[src/rtl/mdu_iter.sv]
// Iterative HI/LO multiply/divide unit: shift-add multiply, restoring divide.
// Define MDU_FAST_MUL_EN for a single-cycle combinational multiply.
module mdu_iter #(
    parameter logic [31:0] DIV0_LO = 32'hFFFF_FFFF
) (
    input  logic        clk,
    input  logic        rst,
    input  logic        start,
    input  logic [2:0]  op,
    input  logic [31:0] a,
    input  logic [31:0] b,
    output logic [31:0] hi,
    output logic [31:0] lo,
    output logic        busy,
    output logic        done
);

    localparam logic [2:0] OP_MULT  = 3'b000;
    localparam logic [2:0] OP_MULTU = 3'b001;
    localparam logic [2:0] OP_DIV   = 3'b010;
    localparam logic [2:0] OP_DIVU  = 3'b011;
    localparam logic [2:0] OP_MTHI  = 3'b100;
    localparam logic [2:0] OP_MTLO  = 3'b101;

    typedef enum logic [1:0] {
        IDLE = 2'd0,
        MUL  = 2'd1,
        DIV  = 2'd2
    } state_t;

    state_t      state;
    state_t      state_next;
    logic [4:0]  count;
    logic [63:0] acc;
    logic [31:0] opnd;
    logic [31:0] a_orig;
    logic        neg_main;
    logic        neg_rem;
    logic        b_zero;

    logic        accept;
    logic        is_mul;
    logic        is_div;
    logic        is_signed;
    logic [31:0] abs_a;
    logic [31:0] abs_b;
    logic        last;

    logic [32:0] mul_sum;
    logic [63:0] mul_next;
    logic [63:0] mul_fin;
    logic [32:0] div_sh;
    logic [32:0] div_diff;
    logic [63:0] div_next;
    logic [31:0] quo;
    logic [31:0] rem;
    logic [31:0] div_lo;
    logic [31:0] div_hi;

`ifdef MDU_FAST_MUL_EN
    logic [63:0] ext_a;
    logic [63:0] ext_b;
    logic [63:0] fast_prod;
`endif

    assign busy      = (state != IDLE);
    assign accept    = start && (state == IDLE);
    assign is_mul    = (op == OP_MULT) || (op == OP_MULTU);
    assign is_div    = (op == OP_DIV) || (op == OP_DIVU);
    assign is_signed = (op == OP_MULT) || (op == OP_DIV);
    assign abs_a     = (is_signed && a[31]) ? (32'd0 - a) : a;
    assign abs_b     = (is_signed && b[31]) ? (32'd0 - b) : b;
    assign last      = (count == 5'd31);

`ifdef MDU_FAST_MUL_EN
    assign ext_a     = is_signed ? {{32{a[31]}}, a} : {32'd0, a};
    assign ext_b     = is_signed ? {{32{b[31]}}, b} : {32'd0, b};
    assign fast_prod = ext_a * ext_b;
`endif

    // Multiply: acc = {partial product, remaining multiplier bits}
    assign mul_sum  = {1'b0, acc[63:32]} + (acc[0] ? {1'b0, opnd} : 33'd0);
    assign mul_next = {mul_sum, acc[31:1]};
    assign mul_fin  = neg_main ? (64'd0 - mul_next) : mul_next;

    // Divide: acc = {partial remainder, dividend shifting into quotient}
    assign div_sh   = {acc[63:32], acc[31]};
    assign div_diff = div_sh - {1'b0, opnd};
    assign div_next = div_diff[32] ? {div_sh[31:0], acc[30:0], 1'b0}
                                   : {div_diff[31:0], acc[30:0], 1'b1};
    assign quo      = div_next[31:0];
    assign rem      = div_next[63:32];
    assign div_lo   = b_zero ? DIV0_LO
                    : (neg_main ? (32'd0 - quo) : quo);
    assign div_hi   = b_zero ? a_orig
                    : (neg_rem ? (32'd0 - rem) : rem);

    always_ff @(posedge clk) begin
        if (rst) begin
            state <= IDLE;
        end else begin
            state <= state_next;
        end
    end

    always_comb begin
        state_next = state;
        unique case (state)
            IDLE: begin
`ifndef MDU_FAST_MUL_EN
                if (accept && is_mul) begin
                    state_next = MUL;
                end
`endif
                if (accept && is_div) begin
                    state_next = DIV;
                end
            end
            MUL: begin
                if (last) begin
                    state_next = IDLE;
                end
            end
            DIV: begin
                if (last) begin
                    state_next = IDLE;
                end
            end
            default: state_next = IDLE;
        endcase
    end

    always_ff @(posedge clk) begin
        if (rst) begin
            hi       <= 32'd0;
            lo       <= 32'd0;
            done     <= 1'b0;
            count    <= 5'd0;
            acc      <= 64'd0;
            opnd     <= 32'd0;
            a_orig   <= 32'd0;
            neg_main <= 1'b0;
            neg_rem  <= 1'b0;
            b_zero   <= 1'b0;
        end else begin
            done <= 1'b0;
            case (state)
                IDLE: begin
                    if (accept) begin
                        count <= 5'd0;
                        case (op)
                            OP_MULT, OP_MULTU: begin
`ifdef MDU_FAST_MUL_EN
                                hi   <= fast_prod[63:32];
                                lo   <= fast_prod[31:0];
                                done <= 1'b1;
`else
                                acc      <= {32'd0, abs_b};
                                opnd     <= abs_a;
                                neg_main <= is_signed && (a[31] ^ b[31]);
`endif
                            end
                            OP_DIV, OP_DIVU: begin
                                acc      <= {32'd0, abs_a};
                                opnd     <= abs_b;
                                a_orig   <= a;
                                b_zero   <= (b == 32'd0);
                                neg_main <= is_signed && (a[31] ^ b[31]);
                                neg_rem  <= is_signed && a[31];
                            end
                            OP_MTHI: hi <= a;
                            OP_MTLO: lo <= a;
                            default: ;
                        endcase
                    end
                end
                MUL: begin
                    acc   <= mul_next;
                    count <= count + 5'd1;
                    if (last) begin
                        hi   <= mul_fin[63:32];
                        lo   <= mul_fin[31:0];
                        done <= 1'b1;
                    end
                end
                DIV: begin
                    acc   <= div_next;
                    count <= count + 5'd1;
                    if (last) begin
                        hi   <= div_hi;
                        lo   <= div_lo;
                        done <= 1'b1;
                    end
                end
                default: ;
            endcase
        end
    end

endmodule

[config.mk]
export PLATFORM = sky130hd
export DESIGN_NAME = mdu_iter
export DESIGN_NICKNAME = d
export VERILOG_FILES = /design/src/rtl/mdu_iter.sv
export SDC_FILE = /design/constraint.sdc
export NUM_CORES = 1
export LEC_CHECK = 0
export CAP_MARGIN = 40
export CORE_MARGIN = 2
export CORE_UTILIZATION = 30
export DETAILED_ROUTE_END_ITERATION = 8
export PLACE_DENSITY = 0.43
export REMOVE_ABC_BUFFERS = 1
export SYNTH_ARGS = -nofsm -noshare
export SYNTH_HDL_FRONTEND = slang
export SYNTH_SLANG_ARGS = --single-unit
[constraint.sdc]
create_clock -name clk -period 7.7 [get_ports clk]
set_input_delay 1.155 -clock clk [delete_from_list [all_inputs] [get_ports clk]]
set_output_delay 1.155 -clock clk [all_outputs]
set_load 0.005 [all_outputs]
# Word-level counts from Yosys, hierarchy flattened
# Index checks and enable logic that the tools add are counted.
[op_classes]
n_eq_ne = 16
n_mux = 30
reduce_logical = 29
addsub = 8
n_bitwise = 2
[ops]
columns = ["operator", "n"]
rows = [
  ["two-way mux 32 bit", 15],
  ["two-way mux 64 bit", 3],
  ["case mux 32 bit (3 select lines)", 2],
  ["case mux 64 bit (3 select lines)", 1],
  ["case mux 64 bit (2 select lines)", 1],
  ["subtractor 1 x 32 -> 32 bit (first input constant)", 4],
  ["case mux 32 bit (2 select lines)", 1],
  ["subtractor 1 x 64 -> 64 bit (first input constant)", 1],
  ["adder 32 x 32 -> 33 bit", 1],
  ["subtractor 33 x 32 -> 33 bit", 1],
  ["zero test 32 bit", 1],
  ["AND reduction 3 bit", 4],
  ["case mux 5 bit (2 select lines)", 1],
  ["AND reduction 5 bit", 2],
  ["OR reduction 2 bit", 4],
  ["equality test 3 x 2 -> 1 bit (second input constant)", 2],
  ["equality test 3 bit (second input constant)", 2],
  ["logical AND 1 bit", 6],
  ["two-way mux 2 bit", 3],
  ["!= test 2 x 1 -> 1 bit (second input constant)", 3],
  ["!= test 2 bit (second input constant)", 3],
  ["!= test 3 x 1 -> 1 bit (second input constant)", 2],
  ["nonzero test 2 bit", 3],
  ["adder 5 x 1 -> 5 bit (second input constant)", 1],
  ["15 further kinds", 18],
]
[word_totals]
regBits = 203
output_inout_bits = 66
inputBits = 70

# Depth between registers and ports, before layout
[logic_depth]
ltp_word = 7
depth_mapped = 24

# Least setup slack after synthesis
# OpenSTA, ideal clock, no wires.
[synth_timing]
path_type = "register to register"
startpoint = "register acc[31]"
endpoint = "register hi[28]"
path_slack_ns = 2.281
setup_time_ns = 0.125
n_path_buf = 3
stages_incl_launch_ff = 23
arrival_ns = 5.294
path_cell_list = "dfxtp_1 -> inv_1 -> ha_1 -> fa_1 -> nand2b_1 -> a211oi_1 -> o21ai_1 -> o21ai_1 -> a21oi_1 -> xnor2_1 -> clkbuf_1 -> buf_1 -> nand2_1 -> nand2_1 -> ha_1 -> clkbuf_1 -> inv_1 -> or4b_1 -> mux2_2 -> or4b_1 -> o31ai_2 -> xnor2_1 -> o21ai_1"
[synth_via]
elab_chain_cells = 7
word_cells_on_any_way = 10
classes_between = "3 x add/sub; 7 x mux"
[synth_rtl]
columns = ["item", "line_no", "text"]
rows = [
  ["from (decl)", "34", "logic [63:0] acc;"],
  ["from (signal assigned)", "158", "acc <= {32'd0, abs_b};"],
  ["from (signal assigned)", "164", "acc <= {32'd0, abs_a};"],
  ["from (signal assigned)", "178", "acc <= mul_next;"],
  ["subtractor 33 x 32 -> 33 bit", "88", "assign div_diff = div_sh - {1'b0, opnd};"],
  ["two-way mux 64 bit", "89", "assign div_next = div_diff[32] ? {div_sh[31:0], acc[30:0], 1'b0}"],
  ["subtractor 1 x 32 -> 32 bit", "96", ": (neg_rem ? (32'd0 - rem) : rem);"],
  ["two-way mux 32 bit", "96", ""],
  ["two-way mux 32 bit", "95", "assign div_hi = b_zero ? a_orig"],
  ["two-way mux 32 bit", "189", "if (last) begin"],
  ["case mux 32 bit (3 select lines) (*)", "147", "case (state)"],
  ["to (signal assigned)", "181", "hi <= mul_fin[63:32];"],
  ["to (signal assigned)", "190", "hi <= div_hi;"],
  ["to (decl)", "12", "output logic [31:0] hi,"],
]
# Every way passes the cells marked *; elsewhere a longest branch is shown, timed or not. The select of a mux whose other input is x is not followed.
# A chain may end at the register's enable or synchronous reset.

# Worst setup path after layout
[layout_timing]
startpoint = "register acc[31]"
endpoint = "register hi[20]"
# Same word-level chain as after synthesis.

==> reports/metrics.yaml <==
syn_inst: 2811
worstMarginPinSlew_ns: 0.9250
yosysUniqueCellTypes: 89
crit_type: "reg -> reg"
timing.rr.end: "hi[20]"
critPathCapture: "hi[20]"
overflow: 0
internal-power_mw: 2.335
nNetsFinal: 2944
wirelength_um: 89810
reg2reg_slack_ns: 1.87
skew_ns: 0.02630
netlist_area_um2: 19350
n_fill_cell: 6919
avgViaCountPerCell: 5.838
wl_met1_um: 41660
critPathMaxStageDelay_ns: 0.55
cts_num_sinks: 203
ir_worst_vdd_uv: 149.9
insertion_delay_ns: 0.57
crit_cells: 18
layout.area.seq_um2: 4065
synth_ff_type: "dfxtp_1"
seq_power_share: 0.320
async_reset_ff_frac: 0
maxCapViolCount: 0
clk_path_buf_depth: 3
p_sw_mw: 1.333
totalPowerFinal_mw: 3.668
route.antenna.remaining_nets: 0
swShare: 0.3635
critical_path_required_ns: 8.12
hp-class: "reg -> reg"
grt_pass1_vias: 20340
drc_errors: 0
status: "finished, final reports clean"
die_x_um: 258.0
clkTransAtPathRegs_ns: 0.06
period_needed_ns: 5.832
worstSetupStartpoint: "acc[31]"
total_leakage_power_nw: 8.151
critPathBufInv: 2
area_delta_synth_final_pct: 15.55
cp_max_fo: 8
top_layer: "met4"
yosys_warnings: 0
grt_usage: 0.2602
finalHoldViolations: 0
portBuffers: 135
drive_gt1_frac: 0.06177
r2r-start: "acc[31]"
finalCritPeriodShare: 0.7574
crit_family: "compound AO/OA/AOI/OAI gates"
num_rows: 93
max_freq_mhz: 171.5
grt_setup_unrepaired: "false"
critPathLaunchType: "register"
die_area_um2: 66560
grt_first_pass_wirelength_um: 132800
slew_headroom: 0.3786
first_pass_iters: 6
first_iter_violations: 2084
placed_cell_area_um2: 21390
placed_cells_incl_taps: 3621
layoutNonFillerInstCount: 3672
cts_tree: "built"
synth-edff-count: 0
clockPowerShare: 0.383
hold_buffers: 0
clockRootBuffer: "clkbuf_16"
end_kind: "register"
place_hpwl_um: 68170
tns_ns: 0
wl_met2_um: 39620
yosysSeqAreaShare: 0.2100
ctsResizeCount: 0
crit_path_cell_trace: "inv_1 -> ha_1 -> fa_1 -> nand2b_1 -> a211oi_1 -> o21ai_1 -> o21ai_1 -> a21oi_1 -> xnor2_2 -> mux2_2 -> ha_1 -> inv_1 -> or4b_1 -> mux2_2 -> o31ai_1 -> xnor2_1 -> a221oi_1 -> a2111oi_0"
hold_depth: 2
grt_max_degree: 73
multi_input_area_um2: 14190
setup_violations: 0
syn_avg_cell_area_um2: 6.885
core_area_um2: 64120
final-max-slew-violation-count: 0
htree_levels: 1
diodes: 0
r2r_cells: 18
initial_core_util: 0.3019
ys_ff_latch: 203
arrival_ns: 6.26
vias: 21440
die_h_um: 258.0
place_congestion: 0.9281
cts_made_buffers: 27
ios: 136
p_per_area_nw_per_um2: 164.0
comb_power_share: 0.297
wl_met3_um: 5936
slowest_stage: "or4b_1"
postLayoutCellArea_um2: 22360
routedWlPerCell_um: 24.46
antenna_found_initial: 1
post_cts_buffers: 0
final cells by class:
class,instances,share of cell area
Tap cell,855,0.04784
Sequential cell,203,0.1818
Timing Repair Buffer,184,0.07917
Inverter,80,0.01343
Clock buffer,35,0.03379
Clock inverter,14,0.009400
Multi-Input combinational cell,2301,0.6346
power groups by stage:
stage	sequential (mW)	combinational (mW)	clock, mW
floorplan	1.17	0.625	0
global placement	1.20	1.06	0
detailed placement	1.20	1.07	0
CTS	1.17	1.07	1.44
global route	1.18	1.18	1.48
finish	1.17	1.09	1.40
routing by layer:
layer,vias to the layer above,GRT usage
met5,-,0
met4,0,0.07579
met3,109,0.03602
met2,810,0.4097
met1,10340,0.3678
li1,10180,-
kinds of logic (layout without fill, tap and decap cells):
group / Yosys count / in the layout / synth area share
buf+inv: 307 / 313 / 0.06077
simple gates: 1080 / 1080 / 0.2574
compound gates: 895 / 895 / 0.3040
flops: 203 / 203 / 0.2100
xor+xnor: 198 / 198 / 0.08960
fa+ha+maj: 77 / 77 / 0.05056
mux: 51 / 51 / 0.02773
sequential cells by signal, summed over array words and instances (netlist names):
name / flops
hi: 32
opnd: 32
neg_rem: 1
done: 1
count: 5
acc: 64
neg_main: 1
lo: 32
a_orig: 32
b_zero: 1
state: 2
worst min-delay path, stage by stage (launching register included):
cell and delay, ns:
dfxtp_1 0.31, nand2_1 0.05, a21oi_1 0.05
through the flow:
step	hold WS, ns	util	worst slack (ns)
CTS	0.4527	0.3486	1.885
finish	0.4526	0.3488	1.868
floorplan	0.4252	-	-1.223
detailed placement	0.4462	0.3336	1.942
global route	0.4737	0.3488	1.512
global placement	0.4399	0.3318	2.086
placed cells by master (no fill, tap or decap), types with 39 or more instances in the layout:
cell,synthesis,final
nand2_1,411,409
a221oi_1,59,59
a211oi_1,39,39
dfxtp_1,203,202
nor2_1,290,285
ha_1,75,72
xnor2_1,137,136
or3_1,43,43
clkdlybuf4s50_1,0,134
xor2_1,61,61
a21oi_1,311,311
buf_4,0,39
inv_1,78,77
nand3_1,55,55
a22oi_1,39,39
o21ai_0,153,153
nor3_1,92,92
worst min path at each step:
stage                          start         end  slack (ns)
after floorplan           a_orig[10]  a_orig[10]        0.43
after global placement     a_orig[0]   a_orig[0]        0.44
after detailed placement    opnd[15]    opnd[15]        0.45
after CTS                   opnd[15]    opnd[15]        0.45
after global routing        opnd[15]    opnd[15]        0.47
final                       opnd[15]    opnd[15]        0.45
Yosys cell counts (all sizes together), types with 21 or more instances:
cell,n,area [um2]
nand2,411,1543
a21oi,311,1556
nor2,290,1089
clkbuf,205,772.0
dfxtp,203,4064
o21ai,158,790.8
xnor2,137,1200
nor3,95,496.7
inv,78,292.8
ha,75,938.4
xor2,61,534.3
a221oi,59,516.8
nand3,55,275.3
or3,43,269.0
a211oi,40,305.3
a22oi,39,292.8
o31ai,36,280.3
mux2i,30,300.3
nor4,28,190.2
o211ai,27,202.7
o41ai,27,251.5
and2,22,137.6
buf,22,103.8
mux2,21,236.5
Power figures use the tool's default switching activity.
